### src/rtl/dma_rd_arbiter.sv
// dma_rd_arbiter
//   Shares one AXI4 read port between two DMA masters. Master 0 is bsr_dma
//   (STREAM_ID 0) and master 1 is act_dma (STREAM_ID 1). Each master's AR
//   request is captured into a 1-deep pending slot, so a single-cycle arvalid
//   pulse is never lost. Bursts are issued one at a time in round-robin order,
//   and only one burst is outstanding at any time. R beats are routed back to
//   the burst owner. The block checks the beat count and the RID against the
//   issued burst and reports violations on sticky error flags.
//
// Ports
//   clk, rst              clock; asynchronous active-high reset
//   m0_axi_ar*, m1_axi_ar*  master AR channels (arready = pending slot empty)
//   m0_axi_r*,  m1_axi_r*   master R channels; data is broadcast, and rvalid
//                           goes only to the owner
//   s_axi_ar*, s_axi_r*     memory-side AXI4 read port
//   owner                   master that owns the current or last burst
//   busy                    high whenever the FSM is not in IDLE
//   err_len, err_id         sticky errors: rlast misplaced, RID mismatch
//   clr_err                 synchronous clear of both error flags
module dma_rd_arbiter #(
    parameter int AXI_ADDR_W = 32,
    parameter int AXI_DATA_W = 64,
    parameter int AXI_ID_W   = 4,
    parameter int ID_M0      = 0,
    parameter int ID_M1      = 1
) (
    input  logic                  clk,
    input  logic                  rst,
    // master 0 (bsr_dma)
    input  logic [AXI_ID_W-1:0]   m0_axi_arid,
    input  logic [AXI_ADDR_W-1:0] m0_axi_araddr,
    input  logic [7:0]            m0_axi_arlen,
    input  logic [2:0]            m0_axi_arsize,
    input  logic [1:0]            m0_axi_arburst,
    input  logic                  m0_axi_arvalid,
    output logic                  m0_axi_arready,
    output logic [AXI_DATA_W-1:0] m0_axi_rdata,
    output logic [1:0]            m0_axi_rresp,
    output logic                  m0_axi_rlast,
    output logic [AXI_ID_W-1:0]   m0_axi_rid,
    output logic                  m0_axi_rvalid,
    input  logic                  m0_axi_rready,
    // master 1 (act_dma)
    input  logic [AXI_ID_W-1:0]   m1_axi_arid,
    input  logic [AXI_ADDR_W-1:0] m1_axi_araddr,
    input  logic [7:0]            m1_axi_arlen,
    input  logic [2:0]            m1_axi_arsize,
    input  logic [1:0]            m1_axi_arburst,
    input  logic                  m1_axi_arvalid,
    output logic                  m1_axi_arready,
    output logic [AXI_DATA_W-1:0] m1_axi_rdata,
    output logic [1:0]            m1_axi_rresp,
    output logic                  m1_axi_rlast,
    output logic [AXI_ID_W-1:0]   m1_axi_rid,
    output logic                  m1_axi_rvalid,
    input  logic                  m1_axi_rready,
    // memory read port
    output logic [AXI_ID_W-1:0]   s_axi_arid,
    output logic [AXI_ADDR_W-1:0] s_axi_araddr,
    output logic [7:0]            s_axi_arlen,
    output logic [2:0]            s_axi_arsize,
    output logic [1:0]            s_axi_arburst,
    output logic                  s_axi_arvalid,
    input  logic                  s_axi_arready,
    input  logic [AXI_ID_W-1:0]   s_axi_rid,
    input  logic [AXI_DATA_W-1:0] s_axi_rdata,
    input  logic [1:0]            s_axi_rresp,
    input  logic                  s_axi_rlast,
    input  logic                  s_axi_rvalid,
    output logic                  s_axi_rready,
    // status
    output logic                  owner,
    output logic                  busy,
    output logic                  err_len,
    output logic                  err_id,
    input  logic                  clr_err
);

    typedef enum logic [1:0] {IDLE, AR, R} state_t;

    state_t state, state_nx;

    logic [1:0]                 pending, pending_nx, capture, release_mask;
    logic [1:0][AXI_ID_W-1:0]   slot_id;
    logic [1:0][AXI_ADDR_W-1:0] slot_addr;
    logic [1:0][7:0]            slot_len;
    logic [1:0][2:0]            slot_size;
    logic [1:0][1:0]            slot_burst;

    logic                       last_grant, grant, load_ar;
    logic [7:0]                 expected_len;
    logic [8:0]                 beat_cnt;
    logic                       in_r, ar_hs, r_hs, len_bad, id_bad;
    logic [AXI_ID_W-1:0]        owner_id;

    // A slot accepts a new request only while it is empty.
    assign m0_axi_arready = !pending[0];
    assign m1_axi_arready = !pending[1];
    assign capture        = {m1_axi_arvalid & !pending[1], m0_axi_arvalid & !pending[0]};

    // R routing: data is broadcast, and valid/ready follow the owner only
    // while a burst is in its data phase.
    assign in_r          = (state == R);
    assign s_axi_rready  = in_r && (owner ? m1_axi_rready : m0_axi_rready);
    assign m0_axi_rvalid = in_r && !owner && s_axi_rvalid;
    assign m1_axi_rvalid = in_r &&  owner && s_axi_rvalid;
    assign m0_axi_rdata  = s_axi_rdata;
    assign m0_axi_rresp  = s_axi_rresp;
    assign m0_axi_rlast  = s_axi_rlast;
    assign m0_axi_rid    = s_axi_rid;
    assign m1_axi_rdata  = s_axi_rdata;
    assign m1_axi_rresp  = s_axi_rresp;
    assign m1_axi_rlast  = s_axi_rlast;
    assign m1_axi_rid    = s_axi_rid;

    assign ar_hs    = (state == AR) && s_axi_arready;
    assign r_hs     = s_axi_rvalid && s_axi_rready;
    assign owner_id = owner ? AXI_ID_W'(ID_M1) : AXI_ID_W'(ID_M0);
    // beat_cnt counts the beats already accepted, so the final beat is the
    // one where it equals arlen.
    assign len_bad  = s_axi_rlast != (beat_cnt == {1'b0, expected_len});
    assign id_bad   = s_axi_rid != owner_id;
    assign busy     = (state != IDLE);

    // NOTE: every signal written here gets a default first, so no path through
    // the case statement leaves a value held, and no latch is inferred.
    always_comb begin
        state_nx     = state;
        grant        = 1'b0;
        load_ar      = 1'b0;
        release_mask = 2'b00;
        case (state)
            IDLE: begin
                if (|pending) begin
                    // Both waiting: alternate away from the last winner.
                    grant    = (&pending) ? !last_grant : pending[1];
                    load_ar  = 1'b1;
                    state_nx = AR;
                end
            end
            AR: begin
                if (s_axi_arready) begin
                    release_mask[owner] = 1'b1;
                    state_nx            = R;
                end
            end
            R: begin
                if (r_hs && s_axi_rlast) state_nx = IDLE;
            end
            default: state_nx = IDLE;
        endcase
        // A capture only hits an empty slot, so it never collides with the
        // release of the owner's slot.
        pending_nx = (pending & ~release_mask) | capture;
    end

    // NOTE: state uses non-blocking assignments only, so every register
    // samples the values from before the edge, whatever the statement order.
    always_ff @(posedge clk or posedge rst) begin
        if (rst) begin
            state         <= IDLE;
            pending       <= 2'b00;
            last_grant    <= 1'b1;
            owner         <= 1'b0;
            expected_len  <= '0;
            beat_cnt      <= '0;
            s_axi_arvalid <= 1'b0;
            s_axi_arid    <= '0;
            s_axi_araddr  <= '0;
            s_axi_arlen   <= '0;
            s_axi_arsize  <= '0;
            s_axi_arburst <= '0;
            err_len       <= 1'b0;
            err_id        <= 1'b0;
            // NOTE: the two request slots are registers, not a RAM, so they
            // are cleared along with the control state. Nothing stale
            // survives a reset.
            slot_id       <= '0;
            slot_addr     <= '0;
            slot_len      <= '0;
            slot_size     <= '0;
            slot_burst    <= '0;
        end else begin
            state   <= state_nx;
            pending <= pending_nx;

            if (capture[0]) begin
                slot_id[0]    <= m0_axi_arid;
                slot_addr[0]  <= m0_axi_araddr;
                slot_len[0]   <= m0_axi_arlen;
                slot_size[0]  <= m0_axi_arsize;
                slot_burst[0] <= m0_axi_arburst;
            end
            if (capture[1]) begin
                slot_id[1]    <= m1_axi_arid;
                slot_addr[1]  <= m1_axi_araddr;
                slot_len[1]   <= m1_axi_arlen;
                slot_size[1]  <= m1_axi_arsize;
                slot_burst[1] <= m1_axi_arburst;
            end

            if (load_ar) begin
                owner         <= grant;
                expected_len  <= slot_len[grant];
                s_axi_arid    <= slot_id[grant];
                s_axi_araddr  <= slot_addr[grant];
                s_axi_arlen   <= slot_len[grant];
                s_axi_arsize  <= slot_size[grant];
                s_axi_arburst <= slot_burst[grant];
                s_axi_arvalid <= 1'b1;
            end

            if (ar_hs) begin
                s_axi_arvalid <= 1'b0;
                beat_cnt      <= '0;
            end

            if (r_hs) begin
                beat_cnt <= beat_cnt + 9'd1;
                if (s_axi_rlast) last_grant <= owner;
            end

            // A new error in the same cycle as clr_err wins over the clear.
            if (r_hs && len_bad)  err_len <= 1'b1;
            else if (clr_err)     err_len <= 1'b0;
            if (r_hs && id_bad)   err_id  <= 1'b1;
            else if (clr_err)     err_id  <= 1'b0;
        end
    end

endmodule

### config.mk
export PLATFORM = sky130hd
export DESIGN_NAME = dma_rd_arbiter
export DESIGN_NICKNAME = d
export VERILOG_FILES = /design/src/rtl/dma_rd_arbiter.sv
export SDC_FILE = /design/constraint.sdc
export NUM_CORES = 1
export LEC_CHECK = 0
export CAP_MARGIN = 15
export CELL_PAD_IN_SITES_DETAIL_PLACEMENT = 1
export CELL_PAD_IN_SITES_GLOBAL_PLACEMENT = 1
export CORE_AREA = 10 10 140 142
export CTS_CLUSTER_SIZE = 16
export DETAILED_ROUTE_END_ITERATION = 10
export DIE_AREA = 0 0 150 152
export DONT_BUFFER_PORTS = 1
export PLACE_DENSITY = 0.87
export SYNTH_ARGS = -nofsm -noshare
export SYNTH_HDL_FRONTEND = slang
export SYNTH_SLANG_ARGS = --single-unit
### constraint.sdc
create_clock -name clk -period 15.7 [get_ports clk]
set_input_delay 3.925 -clock clk [delete_from_list [all_inputs] [get_ports clk]]
set_output_delay 3.925 -clock clk [all_outputs]
set_load 0.02 [all_outputs]
### Word-level counts from Yosys, hierarchy flattened

Cells that the tools add are included.

* add/subtract/negate cells: 1
* order comparisons: 3
* eq/ne operators: 8
* muxes and demuxes: 32
* bitwise logic cells: 5
* reductions and logical operators: 25

Operator list (number)
* 2-to-1 mux 32 bit: 2
* 2-to-1 mux 9 bit: 2
* 2-to-1 mux 8 bit: 2
* 2-to-1 mux 2 bit: 7
* 2-to-1 mux 1 bit: 13
* logical AND 1 bit: 11
* nonzero test 2 bit: 5
* adder 9 x 1 -> 9 bit, second input constant: 1
* == test 9 x 8 -> 1 bit: 1
* 2-to-1 mux 4 bit: 2
* 2-to-1 mux 3 bit: 2
* case mux 2 bit (3 select lines): 1
* zero test 1 bit: 4
* < comparator 1 x 2 -> 1 bit, second input constant: 2
* != test 2 bit, second input constant: 2
* != test 4 x 1 -> 1 bit: 1
* AND reduction 2 bit: 2
* AND reduction 3 bit: 1
* AND 1 bit: 2
* AND 2 bit: 1
* == test 2 x 1 -> 1 bit, second input constant: 1
* == test 2 bit, second input constant: 1
* zero test 2 bit: 1
* != test 2 x 1 -> 1 bit, second input constant: 1
* other kinds (6): 6

* bits in registers: 165
* output and inout bits: 201
* word-level logic and storage cells: 97

### Longest topological paths before layout

* depth in word-level cells: 9
* depth in mapped cells: 6

### Worst setup path after synthesis

OpenSTA, ideal clock, no wires.

* path kind: input to output
* from: in s_axi_rvalid
* to: out m0_axi_rvalid
* arrival time: 4375 ps
* required time: 11775 ps
* setup slack: 7400 ps
* stages on the path: 2
* buffers on the path: 0
* cells stage by stage: nand3b_1 nor2_1

* cells in the longest elaborated chain, start to end: 1

RTL lines
* start: declaration: line 69 `input logic s_axi_rvalid,`
* logical AND 1 bit: line 105 `assign m0_axi_rvalid = in_r && !owner && s_axi_rvalid;`
* end: declaration: line 41 `output logic m0_axi_rvalid,`

No other way between the ends.

### Worst setup path in the final report

* from: in s_axi_rvalid
* to: out m1_axi_rvalid

* cells in the longest elaborated chain, start to end: 1

RTL lines
* logical AND 1 bit: line 106 `assign m1_axi_rvalid = in_r && owner && s_axi_rvalid;`
* end: declaration: line 55 `output logic m1_axi_rvalid,`

No other way between the ends.

==> flow_metrics.tcl <==
set metrics [dict create \
    outcome "finished, final reports clean" \
    internal_power_uw 1143 \
    ys_seq_elements 165 \
    setup_tns_ps 0 \
    worstReg2RegStart "pending[1]" \
    slew_headroom_pct 33.64 \
    post-synth-top-area-cell "dfrtp_1" \
    drt_iter0_drc 235 \
    whs_path_depth 1 \
    synth.distinct_cells 37 \
    io_buffers 0 \
    synth_fa_ha_area_share_pct 0.1611 \
    root_buffer "clkbuf_16" \
    p_comb_share_pct 28.4 \
    hp-start "beat_cnt[8]" \
    synthToLayoutAreaGrowth_pct -2.835 \
    antenna_found_initial 6 \
    fin_ws_ps 7266 \
    rrSetupSlack_ps 13090 \
    required_ps 11770 \
    nFillCells 1776 \
    grt_overflow 0 \
    synth_top_cells_by_area "dfrtp_1, mux2_2, buf_4, o22ai_1, o21ai_0" \
    rr_worst_depth 6 \
    hold_class "reg -> reg" \
    reg2reg_to "expected_len[2]" \
    gp_congestion 0.7863 \
    drv_cap 0 \
    yosys_warnings 0 \
    worstSkewPairLatency_ps 430 \
    cpLargestDelayFamily "simple AND/OR/NAND/NOR gates" \
    drc 0 \
    track_usage_pct 19.17 \
    swShare_pct 37.91 \
    crit_path_end_kind "primary output" \
    wl_per_cell_um 29.01 \
    drtAntennaViolNets 0 \
    die_h_um 152 \
    cts_num_sinks 165 \
    synthSimpleGateAreaFrac_pct 5.347 \
    rsz0062_at_grt "no" \
    syn_area_mm2 0.007769 \
    start_util_pct 45.87 \
    grt_max_degree 85 \
    timing_hold_violations_final 0 \
    clock_path_buffers 2 \
    register_area_mm2 0.004130 \
    rows 48 \
    sequentialPowerShare_pct 46.8 \
    multi_input_area_mm2 0.002401 \
    period_share_pct 53.72 \
    maxSlewViolCount 0 \
    core_mm2 0.01694 \
    post-place-ws_ps 7232 \
    avgSynthCellArea_um2 11.53 \
    path_cells "nand3b_1 > nor2_1" \
    postCtsHoldBufs 0 \
    synth_compound_area_share_pct 8.826 \
    yosysSeqAreaShare_pct 53.16 \
    ir_drop_mv 0.1086 \
    powerDensity_mw_per_mm2 243.9 \
    die_w_um 150 \
    route.vias.total 4388 \
    final_cell_mix "dfrtp_1, mux2_2, nand2_1" \
    firstDrtPassIters 5 \
    cts_tree "yes" \
    max_stage_delay_ps 410 \
    holdPathEnd "beat_cnt[8]" \
    yosys.area_share.xor_xnor_pct 1.240 \
    cts_setup_buffers 0 \
    synth.mux.area_fraction_pct 15.03 \
    synth_top_family_by_area "buffers and inverters" \
    slowest_stage "nor2_1" \
    start_kind "primary input" \
    grt_pass1_vias 5024 \
    dpl.hpwl_um 16420 \
    fin_worst_skew_ps 7.722 \
    power.leakage_uw 0.003233 \
    pwr-share-clk_pct 24.8 \
    grt_pass1_wl_um 32750 \
    path_clk_slew_ps 60 \
    ios 379 \
    power.switching_uw 698.0 \
    h-tree-depth 4 \
    max_freq_ghz 0.1186 \
    critPathMaxFanout 6 \
    setup_viol 0 \
    placed_cells 728 \
    ctsResizeCount 0 \
    worstMarginPinSlew_ps 995.3 \
    period_needed_ps 8434 \
    crit_buf_inv 0 \
    syn-num-nets 853 \
    dieArea_mm2 0.02280 \
    layout.cells.most_common "dfrtp_1" \
    final_layout_size_suffix_gt1_share_pct 27.29 \
    synth_top_area_share_pct 52.83 \
    cp.arrival_ps 4510 \
    cts_buffers 17 \
    via_per_inst 5.743 \
    path_class "in -> out" \
    synth_cells 674 \
    final_cells 764 \
    nNetsFinal 701 \
    drt-total-wl_um 22160 \
]
## worst max path at each step
stage	end	startpoint	cells after the start
2_1_floorplan	beat_cnt[0]	rst	1
3_3_place_gp	m0_axi_rvalid	s_axi_rvalid	2
3_5_place_dp	m0_axi_rvalid	s_axi_rvalid	2
4_1_cts	m0_axi_rvalid	s_axi_rvalid	2
5_1_grt	m0_axi_rvalid	s_axi_rvalid	2
6_report	m1_axi_rvalid	s_axi_rvalid	2
## sequential cells by signal (all words and copies together), names as in the netlist
register,count
beat_cnt,9
err_id,1
err_len,1
expected_len,8
last_grant,1
owner,1
pending,2
s_axi_araddr,32
s_axi_arburst,2
s_axi_arid,4
s_axi_arsize,3
s_axi_arvalid,1
slot_addr,64
slot_burst,4
slot_id,8
slot_len,16
slot_size,6
state,2
## power by group through the flow
stage	Combinational, uW	Sequential [uW]	Clock, uW
3_5_place_dp	528	866	0
3_3_place_gp	482	845	0
6_report	523	861	457
5_1_grt	587	886	483
2_1_floorplan	476	793	0
4_1_cts	533	863	463
## cell families (layout without fill, tap and decap cells)
kind of cell | after synthesis | count (layout)
AOI/OAI and AO/OA | 118 | 118
xor gates and xnor gates | 11 | 11
adders and majority gates | 1 | 1
buffers and inverters | 184 | 45
DFF | 165 | 165
muxes | 103 | 103
other | 0 | 4
and+or+nand+nor | 92 | 92
## Yosys cell counts
master      n
nor2_2      1
mux2i_4     1
nand2_1    59
a22o_1      1
nand2b_1    4
nor3b_1     2
nand3_1     2
buf_4     142
ha_1        1
or3b_1      1
xnor2_1     2
buf_6       2
buf_2      18
nor3_1      2
nand3b_1    2
and3_1      3
nor4_1      2
o22ai_1    50
clkbuf_1   14
dfstp_2     1
xor2_1      9
mux2i_1     3
nand4_1     3
mux2_2     98
or2_1       2
mux2_1      1
o21ai_1    13
buf_1       1
inv_1       7
nor2b_1     3
a21bo_1     1
nor2_1      6
dfrtp_1   164
a21o_1      4
o21ai_0    47
a211oi_1    1
o32ai_2     1
## layer usage
metal,vias to the layer above,track usage [%],share of wire (%)
met3,34,10.84,12
met5,-,0,0.12
met4,4,6.528,2.0
met1,2207,16.86,30
met2,260,35.23,56
li1,1883,-,-
## metrics by stage
stage                     utilization [%]  hold WS (ps)  total power (uW)  instance area [um^2]
after global routing                44.56         514.7              1956                  7546
after floorplan                         -         445.7              1269                  7769
after global placement              40.68         464.2              1327                  6889
after CTS                           44.51         498.5              1859                  7538
after detailed placement            40.68         481.3              1394                  6889
final                               44.57         500.8              1841                  7548
## layout make-up
type | instances | share of cell area [%]
clock inverter | 15 | 2.967
antenna | 4 | 0.1326
inverter | 7 | 0.4144
sequential | 165 | 54.72
tap | 225 | 3.729
multi-input combinational | 325 | 31.81
clock buffer | 17 | 5.636
timing repair buffer | 6 | 0.5967
Note: power is estimated with default switching activity, not from simulation.
